<file path="src/rtl/cache_pkg.sv">
// Shared constants, AXI response codes and FSM state type for the cache memory-side stages.
package cache_pkg;

    localparam int unsigned BYTE_BITS      = 8;
    localparam int unsigned ADDR_WIDTH_DEF = 32;
    localparam int unsigned DATA_WIDTH_DEF = 32;
    localparam int unsigned LINE_BYTES_DEF = 16;

    localparam int unsigned OFFSET_BITS    = $clog2(LINE_BYTES_DEF);
    localparam int unsigned WORD_BYTES     = DATA_WIDTH_DEF / BYTE_BITS;
    localparam int unsigned WORDS_PER_LINE = LINE_BYTES_DEF / WORD_BYTES;
    localparam int unsigned WORD_OFF_BITS  = $clog2(WORDS_PER_LINE);
    localparam int unsigned LINE_BITS      = LINE_BYTES_DEF * BYTE_BITS;

    localparam logic [1:0] OKAY   = 2'b00;
    localparam logic [1:0] EXOKAY = 2'b01;
    localparam logic [1:0] SLVERR = 2'b10;
    localparam logic [1:0] DECERR = 2'b11;

    typedef enum logic [2:0] {
        StIdle,
        StWrXfer,
        StWrResp,
        StRdAddr,
        StRdData,
        StDone
    } axi_master_state_e;

endpackage

</file>
<file path="src/rtl/cache_axi_line_master_if.sv">
// AXI4-Lite bus between the line master and the memory slave.
interface cache_axi_line_master_if #(
    parameter int unsigned ADDR_WIDTH = 32,
    parameter int unsigned DATA_WIDTH = 32
);

    logic                      awvalid;
    logic                      awready;
    logic [ADDR_WIDTH-1:0]     awaddr;
    logic [2:0]                awprot;
    logic                      wvalid;
    logic                      wready;
    logic [DATA_WIDTH-1:0]     wdata;
    logic [DATA_WIDTH/8-1:0]   wstrb;
    logic                      bvalid;
    logic                      bready;
    logic [1:0]                bresp;
    logic                      arvalid;
    logic                      arready;
    logic [ADDR_WIDTH-1:0]     araddr;
    logic [2:0]                arprot;
    logic                      rvalid;
    logic                      rready;
    logic [DATA_WIDTH-1:0]     rdata;
    logic [1:0]                rresp;

    modport master (
        output awvalid, awaddr, awprot, wvalid, wdata, wstrb, bready,
        output arvalid, araddr, arprot, rready,
        input  awready, wready, bvalid, bresp, arready, rvalid, rdata, rresp
    );

    modport slave (
        input  awvalid, awaddr, awprot, wvalid, wdata, wstrb, bready,
        input  arvalid, araddr, arprot, rready,
        output awready, wready, bvalid, bresp, arready, rvalid, rdata, rresp
    );

endinterface

</file>
<file path="src/rtl/cache_axi_line_master.sv">
// Moves one whole cache line to or from memory as a sequence of single-beat AXI4-Lite
// transactions and reports completion with the assembled line and a merged response.
module cache_axi_line_master
    import cache_pkg::*;
#(
    parameter int unsigned ADDR_WIDTH = ADDR_WIDTH_DEF,
    parameter int unsigned DATA_WIDTH = DATA_WIDTH_DEF,
    parameter int unsigned LINE_BYTES = LINE_BYTES_DEF,
    localparam int unsigned LINE_W    = LINE_BYTES * BYTE_BITS
) (
    input  logic                  clk,
    input  logic                  rst,
    input  logic                  line_req_valid,
    output logic                  line_req_ready,
    input  logic                  line_req_we,
    input  logic [ADDR_WIDTH-1:0] line_req_addr,
    input  logic [LINE_W-1:0]     line_req_wdata,
    output logic                  line_done_valid,
    output logic [LINE_W-1:0]     line_done_rdata,
    output logic [1:0]            line_done_resp,
    cache_axi_line_master_if.master m
);

    localparam int unsigned WBYTES    = DATA_WIDTH / BYTE_BITS;
    localparam int unsigned NWORDS    = LINE_BYTES / WBYTES;
    localparam int unsigned OFF_BITS  = $clog2(LINE_BYTES);
    localparam int unsigned BSEL_BITS = $clog2(WBYTES);
    localparam int unsigned CNT_BITS  = (NWORDS > 1) ? $clog2(NWORDS) : 1;

    localparam logic [CNT_BITS-1:0]   LAST_WORD = CNT_BITS'(NWORDS - 1);
    localparam logic [ADDR_WIDTH-1:0] OFF_MASK  = ADDR_WIDTH'((64'd1 << OFF_BITS) - 64'd1);

    axi_master_state_e     state_q;
    logic [CNT_BITS-1:0]   cnt_q;
    logic [ADDR_WIDTH-1:0] base_q;
    logic [LINE_W-1:0]     wline_q;
    logic [LINE_W-1:0]     rline_q;
    logic [1:0]            resp_q;
    logic                  req_ready_q;
    logic                  done_q;
    logic                  awvalid_q;
    logic                  wvalid_q;
    logic                  bready_q;
    logic                  arvalid_q;
    logic                  rready_q;

    logic                  last_word;
    logic [ADDR_WIDTH-1:0] word_addr;
    logic [DATA_WIDTH-1:0] word_wdata;

    assign last_word = (cnt_q == LAST_WORD);
    assign word_addr = base_q | (ADDR_WIDTH'(cnt_q) << BSEL_BITS);

    always_comb begin
        word_wdata = '0;
        for (int k = 0; k < NWORDS; k++) begin
            if (cnt_q == CNT_BITS'(k)) begin
                word_wdata = wline_q[k*DATA_WIDTH +: DATA_WIDTH];
            end
        end
    end

    always_ff @(posedge clk) begin
        if (rst) begin
            state_q     <= StIdle;
            cnt_q       <= '0;
            base_q      <= '0;
            wline_q     <= '0;
            rline_q     <= '0;
            resp_q      <= OKAY;
            req_ready_q <= 1'b0;
            done_q      <= 1'b0;
            awvalid_q   <= 1'b0;
            wvalid_q    <= 1'b0;
            bready_q    <= 1'b0;
            arvalid_q   <= 1'b0;
            rready_q    <= 1'b0;
        end else begin
            done_q <= 1'b0;
            unique case (state_q)
                StIdle: begin
                    req_ready_q <= 1'b1;
                    if (req_ready_q && line_req_valid) begin
                        req_ready_q <= 1'b0;
                        base_q      <= line_req_addr & ~OFF_MASK;
                        wline_q     <= line_req_wdata;
                        cnt_q       <= '0;
                        resp_q      <= OKAY;
                        if (line_req_we) begin
                            state_q   <= StWrXfer;
                            awvalid_q <= 1'b1;
                            wvalid_q  <= 1'b1;
                        end else begin
                            state_q   <= StRdAddr;
                            arvalid_q <= 1'b1;
                        end
                    end
                end
                StWrXfer: begin
                    // AW and W retire independently; a low valid means that channel is done.
                    if (m.awready) awvalid_q <= 1'b0;
                    if (m.wready)  wvalid_q  <= 1'b0;
                    if ((!awvalid_q || m.awready) && (!wvalid_q || m.wready)) begin
                        state_q  <= StWrResp;
                        bready_q <= 1'b1;
                    end
                end
                StWrResp: begin
                    if (m.bvalid) begin
                        bready_q <= 1'b0;
                        if (resp_q == OKAY) resp_q <= m.bresp;
                        if (last_word) begin
                            state_q <= StDone;
                            done_q  <= 1'b1;
                        end else begin
                            cnt_q     <= cnt_q + 1'b1;
                            state_q   <= StWrXfer;
                            awvalid_q <= 1'b1;
                            wvalid_q  <= 1'b1;
                        end
                    end
                end
                StRdAddr: begin
                    if (m.arready) begin
                        arvalid_q <= 1'b0;
                        rready_q  <= 1'b1;
                        state_q   <= StRdData;
                    end
                end
                StRdData: begin
                    if (m.rvalid) begin
                        rready_q <= 1'b0;
                        for (int k = 0; k < NWORDS; k++) begin
                            if (cnt_q == CNT_BITS'(k)) begin
                                rline_q[k*DATA_WIDTH +: DATA_WIDTH] <= m.rdata;
                            end
                        end
                        if (resp_q == OKAY) resp_q <= m.rresp;
                        if (last_word) begin
                            state_q <= StDone;
                            done_q  <= 1'b1;
                        end else begin
                            cnt_q     <= cnt_q + 1'b1;
                            state_q   <= StRdAddr;
                            arvalid_q <= 1'b1;
                        end
                    end
                end
                StDone: begin
                    state_q     <= StIdle;
                    req_ready_q <= 1'b1;
                end
                default: state_q <= StIdle;
            endcase
        end
    end

    assign line_req_ready  = req_ready_q;
    assign line_done_valid = done_q;
    assign line_done_rdata = rline_q;
    assign line_done_resp  = resp_q;

    assign m.awvalid = awvalid_q;
    assign m.awaddr  = word_addr;
    assign m.awprot  = 3'b000;
    assign m.wvalid  = wvalid_q;
    assign m.wdata   = word_wdata;
    assign m.wstrb   = '1;
    assign m.bready  = bready_q;
    assign m.arvalid = arvalid_q;
    assign m.araddr  = word_addr;
    assign m.arprot  = 3'b000;
    assign m.rready  = rready_q;

endmodule

</file>
<file path="src/flat_wrapper.sv">
// flat-port wrapper written by rule: the top's interface ports become plain ports
module cache_axi_line_master_flat import cache_pkg::*;
#(
    parameter int unsigned ADDR_WIDTH = ADDR_WIDTH_DEF,
    parameter int unsigned DATA_WIDTH = DATA_WIDTH_DEF,
    parameter int unsigned LINE_BYTES = LINE_BYTES_DEF,
    localparam int unsigned LINE_W    = LINE_BYTES * BYTE_BITS
)
  (clk, rst, line_req_valid, line_req_ready, line_req_we, line_req_addr, line_req_wdata, line_done_valid, line_done_rdata, line_done_resp, m_awvalid, m_awaddr, m_awprot, m_wvalid, m_wdata, m_wstrb, m_bready, m_arvalid, m_araddr, m_arprot, m_rready, m_awready, m_wready, m_bvalid, m_bresp, m_arready, m_rvalid, m_rdata, m_rresp);
  cache_axi_line_master_if #(.ADDR_WIDTH(ADDR_WIDTH), .DATA_WIDTH(DATA_WIDTH)) m_i ();
  input  logic clk;
  input  logic rst;
  input  logic line_req_valid;
  output logic line_req_ready;
  input  logic line_req_we;
  input  logic [ADDR_WIDTH-1:0] line_req_addr;
  input  logic [LINE_W-1:0] line_req_wdata;
  output logic line_done_valid;
  output logic [LINE_W-1:0] line_done_rdata;
  output logic [1:0] line_done_resp;
  output wire logic [$bits(m_i.awvalid)-1:0] m_awvalid;
  output wire logic [$bits(m_i.awaddr)-1:0] m_awaddr;
  output wire logic [$bits(m_i.awprot)-1:0] m_awprot;
  output wire logic [$bits(m_i.wvalid)-1:0] m_wvalid;
  output wire logic [$bits(m_i.wdata)-1:0] m_wdata;
  output wire logic [$bits(m_i.wstrb)-1:0] m_wstrb;
  output wire logic [$bits(m_i.bready)-1:0] m_bready;
  output wire logic [$bits(m_i.arvalid)-1:0] m_arvalid;
  output wire logic [$bits(m_i.araddr)-1:0] m_araddr;
  output wire logic [$bits(m_i.arprot)-1:0] m_arprot;
  output wire logic [$bits(m_i.rready)-1:0] m_rready;
  input wire logic [$bits(m_i.awready)-1:0] m_awready;
  input wire logic [$bits(m_i.wready)-1:0] m_wready;
  input wire logic [$bits(m_i.bvalid)-1:0] m_bvalid;
  input wire logic [$bits(m_i.bresp)-1:0] m_bresp;
  input wire logic [$bits(m_i.arready)-1:0] m_arready;
  input wire logic [$bits(m_i.rvalid)-1:0] m_rvalid;
  input wire logic [$bits(m_i.rdata)-1:0] m_rdata;
  input wire logic [$bits(m_i.rresp)-1:0] m_rresp;
  assign m_awvalid = m_i.awvalid;
  assign m_awaddr = m_i.awaddr;
  assign m_awprot = m_i.awprot;
  assign m_wvalid = m_i.wvalid;
  assign m_wdata = m_i.wdata;
  assign m_wstrb = m_i.wstrb;
  assign m_bready = m_i.bready;
  assign m_arvalid = m_i.arvalid;
  assign m_araddr = m_i.araddr;
  assign m_arprot = m_i.arprot;
  assign m_rready = m_i.rready;
  assign m_i.awready = m_awready;
  assign m_i.wready = m_wready;
  assign m_i.bvalid = m_bvalid;
  assign m_i.bresp = m_bresp;
  assign m_i.arready = m_arready;
  assign m_i.rvalid = m_rvalid;
  assign m_i.rdata = m_rdata;
  assign m_i.rresp = m_rresp;
  cache_axi_line_master #(.ADDR_WIDTH(ADDR_WIDTH), .DATA_WIDTH(DATA_WIDTH), .LINE_BYTES(LINE_BYTES)) u_core (.clk(clk), .rst(rst), .line_req_valid(line_req_valid), .line_req_ready(line_req_ready), .line_req_we(line_req_we), .line_req_addr(line_req_addr), .line_req_wdata(line_req_wdata), .line_done_valid(line_done_valid), .line_done_rdata(line_done_rdata), .line_done_resp(line_done_resp), .m(m_i));
endmodule
</file>
<file path="config.mk">
export PLATFORM = sky130hd
export DESIGN_NAME = cache_axi_line_master_flat
export DESIGN_NICKNAME = d
export VERILOG_FILES = /design/src/rtl/cache_pkg.sv /design/src/rtl/cache_axi_line_master_if.sv /design/src/rtl/cache_axi_line_master.sv /design/src/flat_wrapper.sv
export SDC_FILE = /design/constraint.sdc
export NUM_CORES = 1
export LEC_CHECK = 0
export BUFFER_PORTS_ARGS = -buffer_cell sky130_fd_sc_hd__buf_2
export CAP_MARGIN = 0
export CORE_ASPECT_RATIO = 0.6
export CORE_UTILIZATION = 30
export DETAILED_ROUTE_END_ITERATION = 12
export GPL_TIMING_DRIVEN = 0
export PLACE_DENSITY = 0.55
export SETUP_SLACK_MARGIN = 0.5
export SLEW_MARGIN = 20
export SYNTH_ARGS = -nofsm -noshare
export SYNTH_HDL_FRONTEND = slang
export SYNTH_SLANG_ARGS = --single-unit
</file>
<file path="constraint.sdc">
create_clock -name clk -period 5.57 [get_ports clk]
set_clock_uncertainty 0.15 [all_clocks]
set_input_delay 1.114 -clock clk [delete_from_list [all_inputs] [get_ports clk]]
set_output_delay 1.114 -clock clk [all_outputs]
set_load 0.01 [all_outputs]
</file>
==> Word level (Yosys, flattened, before mapping) <==
Index checks and enable logic that the tools add are counted.
{ "totals": {"regBits": 298, "input_bits": 205, "word_cells": 115} }
{ "classes": {"add_sub_neg": 1, "eq_ne": 21, "muxes": 48, "bitwise": 1, "reduce_logical": 28} }
{ "ops": {"columns": ["op", "count"], "rows": [
  ["32-bit two-way mux", 4],
  ["32-bit by 4-bit OR with 32-bit output", 1],
  ["6-bit AND reduction", 4],
  ["3-bit two-way mux", 7],
  ["1-bit two-way mux", 18],
  ["2-bit two-way mux", 9],
  ["2-bit inequality test, second input constant", 9],
  ["3-bit AND reduction", 6],
  ["3-bit one-hot mux with 5 select lines", 1],
  ["2-bit one-hot mux with 3 select lines", 2],
  ["1-bit one-hot mux with 3 select lines", 3],
  ["3-bit nonzero test", 3],
  ["2-bit by 1-bit inequality test with 1-bit output, second input constant", 4],
  ["1-bit one-hot mux with 2 select lines", 4],
  ["3-bit by 2-bit equality test with 1-bit output, second input constant", 2],
  ["3-bit equality test, second input constant", 2],
  ["2-bit nonzero test", 3],
  ["5-bit AND reduction", 1],
  ["2-bit equality test, second input constant", 2],
  ["2-bit zero test", 2],
  ["4-bit AND reduction", 1],
  ["3-bit by 1-bit equality test with 1-bit output, second input constant", 1],
  ["3-bit zero test", 1],
  ["2-bit by 1-bit adder with 2-bit output, second input constant", 1],
  ["other kinds (5)", 8]
]} }

==> Depth between registers and ports, before layout <==
Gate-level depths: netlist of run 1.
{ "depth": {"depth_word": 5, "mapped_depth": 8, "ltp_nobuf": 6} }

==> Least setup slack after synthesis of run 1 <==
OpenSTA, ideal clock, no wires.
{ "synth_path": {"path_kind": "reg-to-output", "startpoint": "reg u_core.cnt_q[0]", "endpoint": "out m_wdata[23]", "arrival_ns": 1.671, "t_required_ns": 4.306, "slack_ns": 2.635, "path_stages_with_launch": 8, "n_path_buf": 2, "path_cell_list": "dfxtp_1 > ha_1 > clkbuf_1 > clkbuf_1 > nand2_1 > a21oi_1 > a21oi_1 > o21ai_0"} }
{ "synth_via": {"elab_chain_cells": 5, "word_cells_on_any_way": 8, "classes_between": "eq/ne (3); mux (4); reduce/logical (1)"} }
{ "synth_lines": {"columns": ["element", "line", "rtl"], "rows": [
  ["start, declared", "cache_axi_line_master.sv:34", "logic [CNT_BITS-1:0] cnt_q;"],
  ["start signal, assigned", "cache_axi_line_master.sv:116", "cnt_q <= cnt_q + 1'b1;"],
  ["start signal, assigned", "cache_axi_line_master.sv:143", "cnt_q <= cnt_q + 1'b1;"],
  ["2-bit zero test", "cache_axi_line_master.sv:57", "if (cnt_q == CNT_BITS'(k)) begin"],
  ["32-bit two-way mux (3 in a row)", "cache_axi_line_master.sv:57", null],
  ["32-bit two-way mux (*)", "cache_axi_line_master.sv:57", null],
  ["end, declared", "flat_wrapper.sv:25", "output wire logic [$bits(m_i.wdata)-1:0] m_wdata;"]
]} }
Every way passes the cells marked *; elsewhere a longest branch is shown, timed or not.

==> Worst setup path after layout of run 1 <==
{ "layout_path": {"startpoint": "reg u_core.cnt_q[1]", "endpoint": "out m_wdata[25]"} }
Same word-level chain as after synthesis.

==> results of run 1 <==
cells by family after synthesis:
kind of cell	share of synthesized area [%]
AND/OR/NAND/NOR	24.3
AO/OA/AOI/OAI	18.0
flip-flops	49.8
buffers and inverters	7.32
adder cells (fa/ha/maj)	0.418
multiplexers	0.178
other	0.0627
cell usage after synthesis, types with 3 or more instances:
library cell / count
nand2_1: 648
a21oi_1: 356
dfxtp_1: 298
clkbuf_1: 75
buf_4: 45
o21ai_0: 36
nand3b_1: 33
buf_2: 32
buf_1: 18
nor2_1: 13
nor2b_1: 7
inv_1: 5
nor3_1: 5
ha_1: 4
nand3_1: 3
worst max-delay path: stages (launching register included):
cell      delay (ns)
dfxtp_1         0.50
ha_1            0.20
clkbuf_1        0.42
clkbuf_1        0.47
clkbuf_1        0.50
o21ai_0         0.29
buf_2           0.21
final cells by class:
| class | count | area share [%] |
|---|---|---|
| diodes | 1 | 0.0158 |
| plain buffers | 171 | 5.40 |
| clock buffers | 48 | 5.79 |
| clock inverters | 7 | 0.867 |
| inverters | 5 | 0.118 |
| multi-input cells | 1156 | 32.6 |
| flip-flops and latches | 298 | 37.6 |
| well taps | 522 | 4.11 |
| repair buffers | 428 | 13.5 |
metal layers:
| layer | GRT usage (%) | vias to the layer above | part of all wire [%] | wire length (µm) |
|---|---|---|---|---|
| met4 | 4.12 | 6 | 1.8 | 876 |
| met1 | 33.0 | 5943 | 49 | 23500 |
| met5 | 0 | - | 0.099 | 47 |
| met3 | 3.98 | 67 | 6.1 | 2910 |
| li1 | - | 6177 | - | - |
| met2 | 33.4 | 445 | 43 | 20300 |
metrics by stage:
stage	utilization, %	instances	cell area, µm²	setup WS [ns]	power [mW]
after global routing	40.5	2636	15900	0.908	6.25
after floorplan	-	1630	12000	2.63	3.26
after detailed placement	37.8	2580	14800	1.72	3.80
after global placement	37.8	2580	14800	1.69	3.78
final	40.5	2636	15900	1.14	5.95
after CTS	40.5	2635	15900	1.09	5.99
worst max path at each step:
stage	endpoint	slack [ns]	depth (start not counted)
floorplan	m_wdata[23]	2.63	7
global placement	m_wdata[25]	1.69	8
detailed placement	m_wdata[25]	1.72	8
CTS	m_wdata[25]	1.09	8
global route	m_wdata[25]	0.91	8
finish	m_wdata[25]	1.14	6
state kept, by name, summed over array words and instances (netlist names), 2 cells and up:
register,flops
u_core.line_done_rdata,128
u_core.wline_q,128
u_core.base_q,28
u_core.state_q,3
u_core.cnt_q,2
u_core.line_done_resp,2
report_power, final:
| group | internal [mW] | switching, mW |
|---|---|---|
| logic | 0.472 | 0.837 |
| registers | 2.33 | 0.128 |
| clock network | 1.31 | 0.881 |
| total | 4.11 | 1.85 |
==> run metrics, run 1 <==
CTS sink cnt 298; Placer Congestion 0.874; starting density of the core 30.5%; DRT Pass-1 Iters 5; fmax 0.226 GHz; R2R cell count 6; fin crit period 4.43 ns; hold path endpoint u_core.line_done_rdata[65]$_SDFFE_PP0P_; Reg2Reg Setup Slack 3.06 ns; vias after detailed routing 12638; final hold violations 0; asr flop ratio synth 0%; flops & latches, synth 298; chip width 260 µm; crit path launch u_core.cnt_q[1]$_SDFFE_PP0P_; Post-Syn Area 12000 µm²; drt drc 0; GR Util All Layers 22.3%; EDFF count, synth 0; final net count 2300; Slew Limit Fails 0; Avg WL per Cell 18.1 µm; status finished clean; Main synth FF type dfxtp_1; worst path required time 4.31 ns; hold_sp u_core.line_done_rdata[65]$_SDFFE_PP0P_; number of I/O pins 448; Max-slew headroom 39.8%; fraction of layout cells with a size suffix above 1 26.4%; Yosys top cell area share 49.8%; IR drop worst, VDD 0.000193 V; clk buf depth 3; initial DRC count 996; count of cell types in the netlist 43; vias in the first global route 11411; actual slew at the worst max-slew pin 0.904 ns; root buffer cell clkbuf_16; commonest non-fill, non-tap cell in the layout nand2_1; HP Class flip-flop to flip-flop; crit end category primary output; largest cells by area after synthesis dfxtp_1 50%, nand2_1 20%, a21oi_1 15%, buf_4 2.8%, clkbuf_1 2.3%; CTS H-tree depth 1; # fillers 4174; Area Growth Syn to Fin 32.6%; max capacitance violation total 0; Seq/Total Area, Yosys 49.8%; Pleak 6.65 nW; final wirelength 47.7 mm; CTS buffer count 31; cells after synthesis 1618; worst hold slack 0.301 ns; first-pass GRT wire length 68.8 mm; Die Area 40800 µm²; PortBufs 428; via/cell ratio 4.79; Worst R2R Start u_core.cnt_q[1]$_SDFFE_PP0P_; post-CTS sizing 0; core area 39200 µm²; antenna viol nets, final 0; Syn. warnings 0; area of the multi-input gates 5180 µm²; WP data arrival 3.17 ns; mean post-synth cell area 7.40 µm²; Setup TNS Final 0 ns; number of hold buffers added after CTS 0; initial antenna violation count 8; RSZ-0062 raised after global routing false; Power Density 375 nW/µm²; clk slew on worst S/H paths 0.06 ns; critical path class flip-flop to primary output; Detailed Place HPWL 37.5 mm; die height 157 µm; latest clock arrival within the worst-skew pair 0.57 ns; row count 56; setup violators final 0; startpoint types flip-flop; final worst-path cycle share 79.5%; FF-to-FF End u_core.line_done_valid$_SDFF_PP0_; TritonCTS clock tree built; worst-path fanout max 10; Remaining Overflow, GRT 0; largest area contributor in the netlist dfxtp_1; hold path cells 2; register area 5970 µm²; pin count of the biggest net entering global routing 15; commonest cells after routing, fill and taps aside 648 x nand2_1, 460 x buf_2, 356 x a21oi_1; setup bufs post-CTS 0
No activity file was read; power rests on OpenSTA's default activity.
==> inputs of run 2 (changes only) <==
- clock period: 5.57 -> 4.3 ns (I/O delays scaled with it)
==> run 2 against run 1 <==
Non-clock buffer count unchanged. Setup slack got worse by 0.47 ns. Via count increased by 0.32%. Register-to-register slack worse by 1.0 ns. Sequential share of layout area shrank 0.070 points. Utilization up 0.093 points. Flip-flop and latch count unchanged. Critical endpoint is now m_wdata[22]. Highest routed layer unchanged.
==> run metrics, run 2 (synthesis results as in run 1) <==
Internal 5.32 mW; die height 157 µm; RSZ-0062 raised after global routing false; DRT Pass-1 Iters 5; Setup TNS Final 0 ns; Net Sw Power 2.39 mW; Max-slew headroom 39.2%; clk slew on worst S/H paths 0.06 ns; Finished Cell Area 15900 µm²; Worst path most repeated cell a21oi_1; IR drop worst, VDD 0.000249 V; Seq pwr share 41.2%; PortBufs 428; Area Growth Syn to Fin 32.9%; total power 7.71 mW; final worst-path cycle share 84.4%; Placer Congestion 0.874; status finished clean; Power Density 485 nW/µm²; drt drc 0; Detailed Place HPWL 37.5 mm; placed inst area 14800 µm²; Avg WL per Cell 18.0 µm; CTS H-tree depth 1; final hold violations 0; GR Util met2 33.4%; antenna viol nets, final 0; critical path class flip-flop to primary output; commonest cells after routing, fill and taps aside 648 x nand2_1, 464 x buf_2, 356 x a21oi_1; GR peak layer met2; first-pass GRT wire length 68.8 mm; actual slew at the worst max-slew pin 0.912 ns; Layout Cells excl Fill 2638; GR Util All Layers 22.3%; critical path's largest stage delay 0.47 ns; final wirelength 47.6 mm; worst path required time 3.29 ns; crit end category primary output; final core utilization 40.6%; fin crit period 3.63 ns; Clock Power Share 36.8%; core area 39200 µm²; TritonCTS clock tree built; worst-path fanout max 10; number of hold buffers added after CTS 0; Pleak 6.72 nW; switching share of power 31.0%; crit-path cells inv_1 > ha_1 > clkbuf_2 > buf_1 > a21oi_1 > a21oi_1 > o21ai_0 > buf_2; # fillers 4171; pre-CTS setup slack 0.700 ns; fmax 0.276 GHz; max capacitance violation total 0; GRT met1 Usage 33.0%; M3 GR Usage 3.98%; WP data arrival 2.62 ns; Die Area 40800 µm²; pin count of the biggest net entering global routing 15; CTS buffer count 31; vias after detailed routing 12679; latest clock arrival within the worst-skew pair 0.57 ns; number of I/O pins 448; CTS sink cnt 298; commonest non-fill, non-tap cell in the layout nand2_1; Placed Cells incl. Taps 2580; via/cell ratio 4.81; fin worst setup slack 0.671 ns; chip width 260 µm; Remaining Overflow, GRT 0; row count 56; HP Class flip-flop to flip-flop; Buf/Inv on CP 4; combinational share of power 22.0%; starting density of the core 30.5%; vias in the first global route 11418; initial antenna violation count 8; Slew Limit Fails 0; final net count 2300; worst hold slack 0.302 ns; setup bufs post-CTS 0; initial DRC count 930; delay-heaviest family, CP buffers and inverters; root buffer cell clkbuf_16; startpoint types flip-flop; setup violators final 0; critical path's slowest cell buf_1; clk buf depth 3; fraction of layout cells with a size suffix above 1 27.5%
==> run 2: layout make-up <==
class	count	area, µm²	share of cell area [%]
clock buffer	48	920	5.78
inverter	5	18.8	0.118
sequential	298	5970	37.5
multi-input combinational	1156	5180	32.6
tap	522	653	4.10
clock inverter	7	138	0.865
buffer	171	887	5.57
timing repair buffer	428	2140	13.5
antenna	3	7.51	0.0472
==> run 2: repair_timing <==
item / in CTS / in global routing
resized for setup: 18 / 15
setup endpoints to repair: 32 / 30
cloned: 0 / 0
==> run 2: final timing paths <==
kind | to | from | cells past startpoint | slack (ns)
worst max-delay path | m_wdata[22] | u_core.cnt_q[0]$_SDFFE_PP0P_ | 8 | 0.67
worst min-delay path | u_core.line_done_rdata[86]$_SDFFE_PP0P_ | u_core.line_done_rdata[86]$_SDFFE_PP0P_ | 2 | 0.30
worst min register to register | u_core.line_done_rdata[86]$_SDFFE_PP0P_ | u_core.line_done_rdata[86]$_SDFFE_PP0P_ | 2 | 0.30
worst max register to register | u_core.base_q[15]$_SDFFE_PP0P_ | u_core.line_req_ready$_SDFFE_PP0P_ | 5 | 2.02
==> run 2: tightest hold or removal path: stages, from the launching register on <==
cell and delay (ns):
dfxtp_1 0.31, nand2_1 0.05, a21oi_1 0.05
==> run 2: power groups by stage <==
stage          Sequential (mW)  Combinational (mW)  Clock (mW)
2_1_floorplan             3.21                1.01           0
6_report                  3.18                1.70        2.84
5_1_grt                   3.20                1.89        3.01
3_5_place_dp              3.23                1.69           0
3_3_place_gp              3.22                1.67           0
4_1_cts                   3.17                1.70        2.89
==> run 2: metal layers <==
| metal | wire length, µm | share of wire (%) |
|---|---|---|
| met5 | 47 | 0.099 |
| met4 | 829 | 1.7 |
| met3 | 3130 | 6.6 |
| met2 | 20300 | 43 |
| met1 | 23300 | 49 |
